## src/rtl/disp_pkg.sv

```systemverilog
// -----------------------------------------------------------------------------
// disp_pkg
// Shared constants for the 7-segment scan controller.
//   seg_t      : active-low segment vector, bit order [0:6] = a..g
//   SEG_BLANK  : all segments off
//   DIGIT_W    : bits per displayed digit
//   GLYPH_TAB  : hex glyphs 0..F, active-low a..g
// -----------------------------------------------------------------------------
package disp_pkg;

  typedef logic [0:6] seg_t;

  localparam int   DIGIT_W   = 4;
  localparam seg_t SEG_BLANK = 7'b1111111;

  localparam seg_t GLYPH_TAB [16] = '{
    7'b0000001,  // 0
    7'b1001111,  // 1
    7'b0010010,  // 2
    7'b0000110,  // 3
    7'b1001100,  // 4
    7'b0100100,  // 5
    7'b0100000,  // 6
    7'b0001111,  // 7
    7'b0000000,  // 8
    7'b0000100,  // 9
    7'b0001000,  // A
    7'b1100000,  // b
    7'b0110001,  // C
    7'b1000010,  // d
    7'b0110000,  // E
    7'b0111000   // F
  };

endpackage

```

## src/rtl/seg_glyph_dec.sv

```systemverilog
// -----------------------------------------------------------------------------
// seg_glyph_dec
// Combinational 4-bit hex digit to active-low 7-segment glyph decoder.
// Ports:
//   digit_i : hex digit 0..F
//   seg_o   : active-low segments, [0:6] = a..g
// -----------------------------------------------------------------------------
module seg_glyph_dec
  import disp_pkg::*;
(
  input  logic [DIGIT_W-1:0] digit_i,
  output seg_t               seg_o
);

  assign seg_o = GLYPH_TAB[digit_i];

endmodule

```

## src/rtl/disp_scan_ctrl.sv

```systemverilog
// -----------------------------------------------------------------------------
// disp_scan_ctrl
// Time-multiplexed scan controller for a common-anode multi-digit 7-segment
// display. One digit is lit per slot of REFRESH_DIV clocks. New words are
// held in a pending buffer and committed to the display buffer only at the
// frame wrap, so a frame never mixes old and new digits.
//
// Optional feature macro: DISP_BLINK_EN (adds the blink port and the
// frame-counted blank phase).
//
// Ports:
//   clk        : system clock
//   rst        : synchronous reset, active-high
//   value      : NUM_DIGITS hex digits, digit i = value[4i+3:4i]
//   load       : 1-cycle strobe, capture value into the pending buffer
//   dig_en     : per-digit enable, 0 leaves that slot blank
//   blink      : blink request (DISP_BLINK_EN only)
//   an         : anode selects, active-low, an[i] drives digit i
//   SSeg       : segments, active-low, [0:6] = a..g
//   pending    : pending buffer holds an uncommitted word
//   frame_done : 1-cycle pulse at each frame wrap
// -----------------------------------------------------------------------------
module disp_scan_ctrl
  import disp_pkg::*;
#(
  parameter int NUM_DIGITS   = 4,
  parameter int REFRESH_DIV  = 50000,
  parameter int BLINK_FRAMES = 64
) (
  input  logic                          clk,
  input  logic                          rst,
  input  logic [DIGIT_W*NUM_DIGITS-1:0] value,
  input  logic                          load,
  input  logic [NUM_DIGITS-1:0]         dig_en,
`ifdef DISP_BLINK_EN
  input  logic                          blink,
`endif
  output logic [NUM_DIGITS-1:0]         an,
  output seg_t                          SSeg,
  output logic                          pending,
  output logic                          frame_done
);

  localparam int PW = $clog2(REFRESH_DIV);
  localparam int IW = $clog2(NUM_DIGITS);
  localparam int BW = (BLINK_FRAMES > 1) ? $clog2(BLINK_FRAMES) : 1;
  localparam int VW = DIGIT_W * NUM_DIGITS;

  logic [PW-1:0]         presc_q;
  logic [IW-1:0]         idx_q, idx_d;
  logic [VW-1:0]         disp_buf_q, disp_buf_d;
  logic [VW-1:0]         pend_buf_q, pend_buf_d;
  logic                  pending_q, pending_d;
  logic                  frame_done_q;
  logic [NUM_DIGITS-1:0] an_q, an_d;
  seg_t                  seg_q, seg_d;

  logic                  tick, wrap, blank_slot, blink_blank;
  logic [DIGIT_W-1:0]    digit;
  seg_t                  glyph;

  assign tick = (presc_q == PW'(REFRESH_DIV - 1));
  assign idx_d = (idx_q == IW'(NUM_DIGITS - 1)) ? '0 : idx_q + 1'b1;
  assign wrap = tick && (idx_d == '0);

`ifdef DISP_BLINK_EN
  logic [BW-1:0] frame_cnt_q, frame_cnt_d;
  logic          blank_phase_q, blank_phase_d;

  always_comb begin
    frame_cnt_d   = frame_cnt_q;
    blank_phase_d = blank_phase_q;
    if (!blink) begin
      frame_cnt_d   = '0;
      blank_phase_d = 1'b0;
    end else if (wrap) begin
      if (frame_cnt_q == BW'(BLINK_FRAMES - 1)) begin
        frame_cnt_d   = '0;
        blank_phase_d = ~blank_phase_q;
      end else begin
        frame_cnt_d = frame_cnt_q + 1'b1;
      end
    end
  end

  // Use the post-wrap phase so the first slot of a blank frame is already dark.
  assign blink_blank = blink && blank_phase_d;

  always_ff @(posedge clk) begin
    if (rst) begin
      frame_cnt_q   <= '0;
      blank_phase_q <= 1'b0;
    end else begin
      frame_cnt_q   <= frame_cnt_d;
      blank_phase_q <= blank_phase_d;
    end
  end
`else
  assign blink_blank = 1'b0;
`endif

  // Buffer update: a load coinciding with the wrap bypasses the pending buffer.
  always_comb begin
    disp_buf_d = disp_buf_q;
    pend_buf_d = pend_buf_q;
    pending_d  = pending_q;
    if (load) begin
      pend_buf_d = value;
      pending_d  = 1'b1;
    end
    if (wrap) begin
      if (load) begin
        disp_buf_d = value;
        pending_d  = 1'b0;
      end else if (pending_q) begin
        disp_buf_d = pend_buf_q;
        pending_d  = 1'b0;
      end
    end
  end

  // Decode from the next display buffer so digit 0 of a wrap slot shows the
  // word committed on that same edge.
  always_comb begin
    digit = '0;
    for (int i = 0; i < NUM_DIGITS; i++) begin
      if (idx_d == IW'(i)) digit = disp_buf_d[i*DIGIT_W +: DIGIT_W];
    end
  end

  seg_glyph_dec u_dec (
    .digit_i (digit),
    .seg_o   (glyph)
  );

  assign blank_slot = !dig_en[idx_d] || blink_blank;

  always_comb begin
    an_d  = '1;
    seg_d = SEG_BLANK;
    if (!blank_slot) begin
      an_d  = ~(NUM_DIGITS'(1) << idx_d);
      seg_d = glyph;
    end
  end

  always_ff @(posedge clk) begin
    if (rst) begin
      presc_q      <= '0;
      idx_q        <= IW'(NUM_DIGITS - 1);
      disp_buf_q   <= '0;
      pend_buf_q   <= '0;
      pending_q    <= 1'b0;
      frame_done_q <= 1'b0;
      an_q         <= '1;
      seg_q        <= SEG_BLANK;
    end else begin
      presc_q      <= tick ? '0 : presc_q + 1'b1;
      disp_buf_q   <= disp_buf_d;
      pend_buf_q   <= pend_buf_d;
      pending_q    <= pending_d;
      frame_done_q <= wrap;
      if (tick) begin
        idx_q <= idx_d;
        an_q  <= an_d;
        seg_q <= seg_d;
      end
    end
  end

  assign an         = an_q;
  assign SSeg       = seg_q;
  assign pending    = pending_q;
  assign frame_done = frame_done_q;

endmodule

```

## config.mk

```make
export PLATFORM = sky130hd
export DESIGN_NAME = disp_scan_ctrl
export DESIGN_NICKNAME = d
export VERILOG_FILES = /design/src/rtl/disp_pkg.sv /design/src/rtl/seg_glyph_dec.sv /design/src/rtl/disp_scan_ctrl.sv
export SDC_FILE = /design/constraint.sdc
export NUM_CORES = 1
export LEC_CHECK = 0
export CORE_ASPECT_RATIO = 2
export CORE_MARGIN = 2
export CORE_UTILIZATION = 30
export CTS_CLUSTER_SIZE = 20
export DETAILED_ROUTE_END_ITERATION = 8
export PLACE_DENSITY = 0.59
export SETUP_SLACK_MARGIN = 0.15
export SLEW_MARGIN = 20
export SYNTH_ARGS = -nofsm -noshare
export SYNTH_HDL_FRONTEND = slang
export SYNTH_SLANG_ARGS = --single-unit
```

## constraint.sdc

```tcl
create_clock -name clk -period 7.8 [get_ports clk]
set_input_delay 0.78 -clock clk [delete_from_list [all_inputs] [get_ports clk]]
set_output_delay 0.78 -clock clk [all_outputs]
set_load 0.005 [all_outputs]
```

==> results summary, run 1 <==
The flow ran to the end, and the final reports show no timing, DRC or antenna violations. The die boundary height is 147 um. CTS placed an instance of sky130_fd_sc_hd__clkbuf_16 at the clock tree root. The floorplan die width came out at 75.5 um. The floorplan die area came out at 11,100 um^2. The total setup buffers inserted after CTS came out at 0.

The number of gates resized after CTS is 0. The number of enable flip-flop cells after synthesis is 0. The tightest min-delay check is of the flip-flop to flip-flop type. The power density over the cells came out at 207 nW/um^2.

The time the final worst path needs with I/O delays and setup came out at 3790 ps. Dividing the detail-routed wire length by the instance count gives 14.6 um. For this run, the register share of the synthesized area comes to 0.411. The number of hold violations in the final report is 0.

Setup repair after global routing left no endpoint under its margin. The worst register-to-register path has a setup slack of 4010 ps. The detailed-route via count is 2,672. The post-detailed-placement half-perimeter wirelength is ~5700 um. The cell area after technology mapping is between 3000 and 4000 um^2. The total length of routed wires is 7640 um. In this run, synthesis produced a sequential element count of 63. The leakage power came out at 1.48 nW. The core occupancy in the finished layout came out at 0.382.

The share of cells above drive strength 1 is 0.0696. The number of sinks on the clock net is 63. The commonest register cell after synthesis is sky130_fd_sc_hd__dfxtp_1. The core region is 10,000 um^2. The count of yosys warnings during synthesis came out at 0.

The net total in the final layout is 418. The share of total power in the clock network is 0.525. The post-synthesis cell count is 354. The most critical setup path has its startpoint at presc_q[6]$_SDFF_PP0_.

The congestion estimate from routability-driven global placement came to slightly above 0.8. The share of the synthesized area in the top cell type is 0.411. The combinational power share is 0.052.

The maximum root-to-sink buffer count came out at 2. The worst-path maximum fanout is 9. The detailed-route wire length on metal 1 came out at 2820 um.

The first global-routing pass estimated 12,500 um of wire. The reg-to-reg critical path startpoint is presc_q[6]$_SDFF_PP0_. Data on the critical path is required at its endpoint by 8020 ps. The area growth from synthesis to final layout came out at 24.6%. The overall track demand over capacity in global routing came out at 0.148. Yosys attributes the largest share of cell area to sky130_fd_sc_hd__dfxtp_1 (41%), sky130_fd_sc_hd__nor2_1 (9.2%), sky130_fd_sc_hd__mux2i_1 (5.9%), sky130_fd_sc_hd__ha_1 (4.9%), sky130_fd_sc_hd__nand3_1 (3.3%). The final worst-path cycle share came out at 0.486. The terminus of the critical flop-to-flop path is SSeg[2]$_SDFFE_PP1N_. The net switching power is 0.162 mW. The number of endpoints failing setup at the final stage is 0. For this configuration, the core starts out at a cell density of 0.306. The ratio of routed vias to standard cells is between 5 and 6. The largest total area in the synthesized netlist belongs to sky130_fd_sc_hd__dfxtp_1. The share of flip-flops with an asynchronous set or reset came out at 0. The number of placed instances, taps included, is 507. The number of DRC markers in iteration 0 came out at around 170. The worst-case vdd ir drop is 0.107 mV. The number of hold-repair buffers added at the cts stage is 0.

The number of design rule violations left after detail routing came out at 0. The internal portion of the total power is 0.628 mW. The number of routed nets with antenna violations is 0.

The clock transition at the register clock pins on the worst setup and hold paths after CTS came out at roughly 50 ps. The non-filler instance count after layout is 523. Detailed routing placed a total of 4270 um of wire on met2. Entering global routing, the biggest net connects 38 pins. The count of buffers inserted at the top-level ports came out at 35. Global routing finished with a remaining overflow of 0.

The type of the setup path with the least slack is flip-flop to flip-flop. The mean cell area of the mapped netlist is 8.67 um^2. The slew at the pin closest to its max-slew limit came out at 833 ps. The top-level port count came out at 36.

The length of the first detailed-routing pass in iterations is 4. Max-cap violations in this run came to 0. After routing, the total negative slack on setup checks comes to 0 ps. The worst setup path endpoint is SSeg[2]$_SDFFE_PP1N_. The worst setup path is launched from a flip-flop. The total met3 wirelength after detailed routing came out at between 200 and 250 um. The arrival time at the worst endpoint is 4010 ps. The number of inserted diodes came out at 0. The number of antenna violations at the first check in global routing is 0. The number of slew-limit violations in the final report is 0. The H-tree was split into 3 levels.

The clock latency on the worst-skew pair came out at 330 ps. The highest routing layer actually used is met4. After synthesis, the netlist uses 49 different library cells. The switching part of the total is 0.205. STA classifies the critical path endpoint as a flip-flop. TritonCTS built the clock tree. The number of global-route vias before repair came to 2,643. Headroom to the max-slew limit came out at 0.439. The worst reg2reg path depth came out at 12. The total clock buffers created by CTS came out at 9. For this run, the top clock speed supported by timing is 264 MHz.

The largest clock skew in the final design is 8.09 ps. Of the total power, registers draw 0.423. The synthesized netlist net count came out at ~390. The number of placement rows came out at between 50 and 60.
## Yosys cell counts, types with 3 or more instances
cell type / count
sky130_fd_sc_hd__o22ai_1: 4
sky130_fd_sc_hd__nand2_1: 17
sky130_fd_sc_hd__nor2b_1: 4
sky130_fd_sc_hd__xnor2_1: 5
sky130_fd_sc_hd__a22o_1: 4
sky130_fd_sc_hd__nand3_1: 20
sky130_fd_sc_hd__inv_1: 8
sky130_fd_sc_hd__nor2_1: 75
sky130_fd_sc_hd__mux2i_1: 18
sky130_fd_sc_hd__nand4_1: 3
sky130_fd_sc_hd__a21oi_1: 16
sky130_fd_sc_hd__and3_1: 5
sky130_fd_sc_hd__a32oi_1: 6
sky130_fd_sc_hd__or2_2: 4
sky130_fd_sc_hd__clkbuf_1: 15
sky130_fd_sc_hd__o221ai_1: 6
sky130_fd_sc_hd__ha_1: 12
sky130_fd_sc_hd__nor3_1: 3
sky130_fd_sc_hd__dfxtp_1: 63
sky130_fd_sc_hd__a221oi_1: 3
sky130_fd_sc_hd__xor2_1: 8
sky130_fd_sc_hd__a31oi_1: 15
## worst max-delay path: stages (launching register included)
cell                       delay (ps)
sky130_fd_sc_hd__dfxtp_1          430
sky130_fd_sc_hd__or4b_4           540
sky130_fd_sc_hd__nor4_4           470
sky130_fd_sc_hd__nand3_1          360
sky130_fd_sc_hd__o221ai_1         330
sky130_fd_sc_hd__o22ai_1          130
sky130_fd_sc_hd__o22ai_1          580
sky130_fd_sc_hd__inv_1            160
sky130_fd_sc_hd__ha_1             280
sky130_fd_sc_hd__inv_1             90
sky130_fd_sc_hd__mux2i_1           70
sky130_fd_sc_hd__a21oi_1          190
sky130_fd_sc_hd__nor2_1            50
## per-stage QoR
step                      total power, mW  cell area, um^2  hold slack, ps  worst slack, ps
after global placement              0.381             3520             432             3980
after global routing                0.813             3820             470             3720
after detailed placement            0.382             3520             441             3840
after CTS                           0.799             3820             453             4030
final                               0.790             3820             445             4010
after floorplan                     0.362             3070             418             4630
## area by class of cell
class	instances	area, um^2
sequential	63	1260
fill	1041	6200
tap	135	169
inverter	8	30.0
multi-input combinational	263	1680
timing repair buffer	38	373
clock buffer	12	236
clock inverter	4	70.1
## metal layers
layer | vias to the layer above | GRT usage
met5 | - | 0
met4 | 0 | 0.0947
met3 | 21 | 0.0267
met2 | 52 | 0.264
met1 | 1273 | 0.148
li1 | 1326 | -
## logic make-up (layout without fill, tap and decap cells)
| kind of cell | after synthesis | in the layout | synth area share |
|---|---|---|---|
| AO/OA/AOI/OAI | 70 | 70 | 0.160 |
| XOR/XNOR | 13 | 13 | 0.0371 |
| adder cells (fa/ha/maj) | 12 | 12 | 0.0489 |
| buffers and inverters | 28 | 62 | 0.0400 |
| flip-flops | 63 | 63 | 0.411 |
| multiplexers | 19 | 19 | 0.0661 |
| AND/OR/NAND/NOR | 149 | 149 | 0.237 |
## power by group through the flow
| stage | Clock, mW | Combinational [mW] | Sequential (mW) |
|---|---|---|---|
| finish | 0.415 | 0.0410 | 0.334 |
| global route | 0.434 | 0.0449 | 0.334 |
| CTS | 0.423 | 0.0416 | 0.334 |
| detailed placement | 0 | 0.0414 | 0.341 |
| global placement | 0 | 0.0409 | 0.340 |
| floorplan | 0 | 0.0236 | 0.338 |
## flip-flops by register name, summed over array words and instances, names as in the netlist
register,flops
idx_q,2
disp_buf_q,16
an,4
pending,1
SSeg,7
frame_done,1
pend_buf_q,16
presc_q,16
## cell usage in the layout, fill, tap and decap left out, drive strengths merged, types with 4 or more instances in the layout
cell,synthesis,routed
nor2,77,77
dfxtp,63,63
clkdlybuf4s50,0,35
nand3,20,20
mux2i,18,18
nand2,17,17
a21oi,16,16
a31oi,15,15
ha,12,12
clkbuf,15,12
inv,8,8
xor2,8,8
o221ai,7,7
a32oi,6,6
and3,5,5
xnor2,5,5
or2,5,5
o22ai,4,4
a22o,4,4
nor2b,4,4
## how the worst min path moves through the flow
stage,start,end,cells after the start,slack (ps)
2_1_floorplan,presc_q[0]$_SDFF_PP0_,presc_q[0]$_SDFF_PP0_,1,420
3_3_place_gp,presc_q[0]$_SDFF_PP0_,presc_q[0]$_SDFF_PP0_,1,430
3_5_place_dp,presc_q[0]$_SDFF_PP0_,presc_q[0]$_SDFF_PP0_,1,440
4_1_cts,presc_q[0]$_SDFF_PP0_,presc_q[0]$_SDFF_PP0_,1,450
5_1_grt,presc_q[0]$_SDFF_PP0_,presc_q[0]$_SDFF_PP0_,1,470
6_report,presc_q[0]$_SDFF_PP0_,presc_q[0]$_SDFF_PP0_,1,440
Power figures use the tool's default switching activity.
==> run 2, diff against run 1 <==
--- a/config.mk
+++ b/config.mk
@@ -10,7 +10,7 @@
 export CORE_UTILIZATION = 30
 export CTS_CLUSTER_SIZE = 20
 export DETAILED_ROUTE_END_ITERATION = 8
-export PLACE_DENSITY = 0.59
+export PLACE_DENSITY = 0.61
 export SETUP_SLACK_MARGIN = 0.15
 export SLEW_MARGIN = 20
 export SYNTH_ARGS = -nofsm -noshare
==> constraint.sdc (replaced) <==
create_clock -name clk -period 3.3 [get_ports clk]
set_input_delay 0.33 -clock clk [delete_from_list [all_inputs] [get_ports clk]]
set_output_delay 0.33 -clock clk [all_outputs]
set_load 0.005 [all_outputs]
==> run 2 against run 1 <==
Against the previous run: clock skew fell by 4.2 ps; first-iteration DRC count rose by 3.0%; clock-buffer cell count rose by 2; wire length rose by 4.8%; non-clock buffer count rose by 19; register-to-register slack got worse by 3800 ps; design area rose by 4.8%; critical endpoint unchanged.
==> results summary, run 2 (synthesized netlist as in run 1, its figures left out) <==
The run finished with clean final reports. The number of inserted diodes came to 0 (unchanged). The clock transition at the register clock pins on the worst setup and hold paths after CTS is 50 ps (about the same). The initial core utilization came out at 0.306 (unchanged). The die boundary height is 147 um (unchanged). The detailed-route via count came to 2,785 (+4.2%). The register share of total power was 0.457 (+0.034). The clock latency on the worst-skew pair is 330 ps (about the same). The first-pass GRT wire length came to 13,100 um (+4.7%).

The total met3 wirelength after detailed routing came out at 206 um (-13%). The top-level port count is 36 (unchanged). The power density over the cells came out at 432 nW/um^2 (+110%).

The total length of routed wires is 8010 um (+4.8%). The max-slew headroom at the worst pin was 0.606 (+0.167). The share of cells above drive strength 1 came out at 0.143 (+0.0733). The kind of path behind the tightest hold check is flip-flop to flip-flop. The signal on the critical path passes through or4b_4, or4_4, a221oi_1, a22o_1, nor2_4, buf_4, mux2i_1, a21oi_1, nor2_1. The number of endpoints failing setup at the final stage came out at 0 (unchanged). The number of hold violations in the final report came out at 0 (unchanged). The worst-case vdd ir drop was 0.296 mV (+180%).

The floorplan die width came to 75.5 um (unchanged). The buffering stage count on the worst path with inverters included is 1 (-1). The number of sinks on the clock net is 63 (unchanged). The largest clock skew in the final design is 3.89 ps (-4.20 ps). The met2 wire length is 4510 um (+5.5%).

Setup repair after global routing could not meet its margin everywhere. The time the final worst path needs with I/O delays and setup is 3040 ps (-749 ps). The count of buffers inserted at the top-level ports is 35 (unchanged). The net total in the final layout came out at 437 (+4.5%). The core area came out at 10,000 um^2 (unchanged). The number of placement rows is 52 (unchanged). The number of hold-repair buffers added at the cts stage came out at 0 (unchanged). The number of design rule violations left after detail routing is 0 (unchanged).

The leakage power came to 1.56 nW (+5.7%). The total clock buffers created by CTS is 9 (unchanged). Grouping stages by cell kind, the critical path spends the most delay in simple AND/OR/NAND/NOR gates.

The combinational power share came to 0.058 (+0.006). The worst-path maximum fanout was 8 (-1). The achievable frequency came out at 329 MHz (+25%). The length of the first detailed-routing pass in iterations came out at 4 (unchanged).

The final weighted congestion in routability-driven placement is 0.827 (+2.2%). TritonCTS built the clock tree. The non-filler instance count after layout is 541 (+3.4%).

The highest routing layer actually used is met4. The maximum root-to-sink buffer count came to 2 (unchanged). The arrival time at the worst endpoint came out at 3260 ps (-750 ps).

The library cell used most frequently in the layout, excluding fill and tap cells, is sky130_fd_sc_hd__nor2_1. The area growth from synthesis to final layout came out at 30.6%. The switching part of the total was 0.218 (+0.0130). The tree is rooted in a sky130_fd_sc_hd__clkbuf_16.

The final total negative setup slack is 0 ps (unchanged). The number of DRC markers in iteration 0 came to 172 (+3.0%). The share of total power in the clock network is 0.485 (-0.040). The number of antenna violations at the first check in global routing is 0 (unchanged). The net switching power came out at 0.377 mW (+130%). The worst setup path is of the flip-flop to flip-flop kind. The master of the slowest instance on the critical path is sky130_fd_sc_hd__or4b_4. The post-detailed-placement half-perimeter wirelength was 5990 um (+5.7%). The floorplan die area came out at 11,100 um^2 (unchanged). The detailed-route wire length on metal 1 is 2940 um (+4.1%). The final design instance area without fill came to 4010 um^2 (+4.8%). The number of placed instances with taps included came out at 519 (+2.4%).

The CTS H-tree depth came out at 3 (unchanged). The top cell types in the final layout, fill and taps aside, are sky130_fd_sc_hd__nor2_1 (75), sky130_fd_sc_hd__dfxtp_1 (62), sky130_fd_sc_hd__clkdlybuf4s50_1 (35), sky130_fd_sc_hd__buf_4 (21). The post-placement cell area is 3620 um^2 (+2.9%). The detail-routed net length per standard cell is 14.8 um (+1.4%). The ratio of routed vias to standard cells came out at 5.15 (+0.76%). The residual overflow from global routing came out at 0 (unchanged). The worst endpoint required time is 3520 ps (-4500 ps). The slew at the pin closest to its max-slew limit came out at 588 ps (-245 ps).

The number of routed nets with antenna violations is 0 (unchanged). The internal power consumption is 1.35 mW (+120%). The largest registers in the layout are disp_buf_q (16), pend_buf_q (16), presc_q (16). STA classifies the critical path endpoint as a flip-flop.

The largest stage delay on the critical path is 600 ps (+20 ps). The overall track demand over capacity in global routing is 0.156 (+0.00740). The maximum number of pins on one net before global-route repair came to 36 (-5.3%). The number of global-route vias before repair is 2,817 (+6.6%). The number of slew-limit violations in the final report is 0 (unchanged). The final worst-path cycle share is 0.921 (+0.436).

The number of maximum-capacitance violations is 0 (unchanged). The type of element launching the critical path is a flip-flop.
==> run 2: path summary, 6_finish.rpt <==
kind	start	end	slack, ps	depth (start not counted)
worst min-delay path	presc_q[0]$_SDFF_PP0_	presc_q[0]$_SDFF_PP0_	450	1
worst max-delay path	presc_q[4]$_SDFF_PP0_	SSeg[2]$_SDFFE_PP1N_	260	9
worst max register to register	presc_q[4]$_SDFF_PP0_	SSeg[2]$_SDFFE_PP1N_	260	9
worst min register to register	presc_q[0]$_SDFF_PP0_	presc_q[0]$_SDFF_PP0_	450	1
==> run 2: metal layers <==
layer  up-vias  global-route usage
met1      1353               0.148
li1       1361                   -
met5         -                   0
met2        47               0.286
met4         0              0.0895
met3        24              0.0343
==> run 2: cell type report <==
cell class / count / area, um^2
clock buffer: 14 / 254
multi-input combinational: 263 / 1760
timing repair buffer: 57 / 528
sequential: 63 / 1260
tap: 135 / 169
fill: 1042 / 6010
clock inverter: 1 / 5.00
inverter: 8 / 30.0
==> run 2: repair_timing <==
item,CTS,global route
setup endpoints to repair,4,7
setup buffers,0,7
pin swaps,0,4
gates resized for setup,3,13
==> run 2: through the flow <==
stage                      util  total power, mW  hold WS, ps  setup WS (ps)
after floorplan               -            0.856          418            197
after global placement    0.361            0.904          429            165
after detailed placement  0.361            0.905          442            136
after CTS                 0.388             1.75          453            189
after global routing      0.400             1.79          470            115
final                     0.400             1.73          449            259
==> run 2: power by group through the flow <==
stage,combinational [mW],sequential [mW],clock (mW)
floorplan,0.0557,0.800,0
CTS,0.101,0.789,0.857
global placement,0.100,0.804,0
finish,0.101,0.790,0.838
detailed placement,0.100,0.805,0
global route,0.111,0.791,0.891
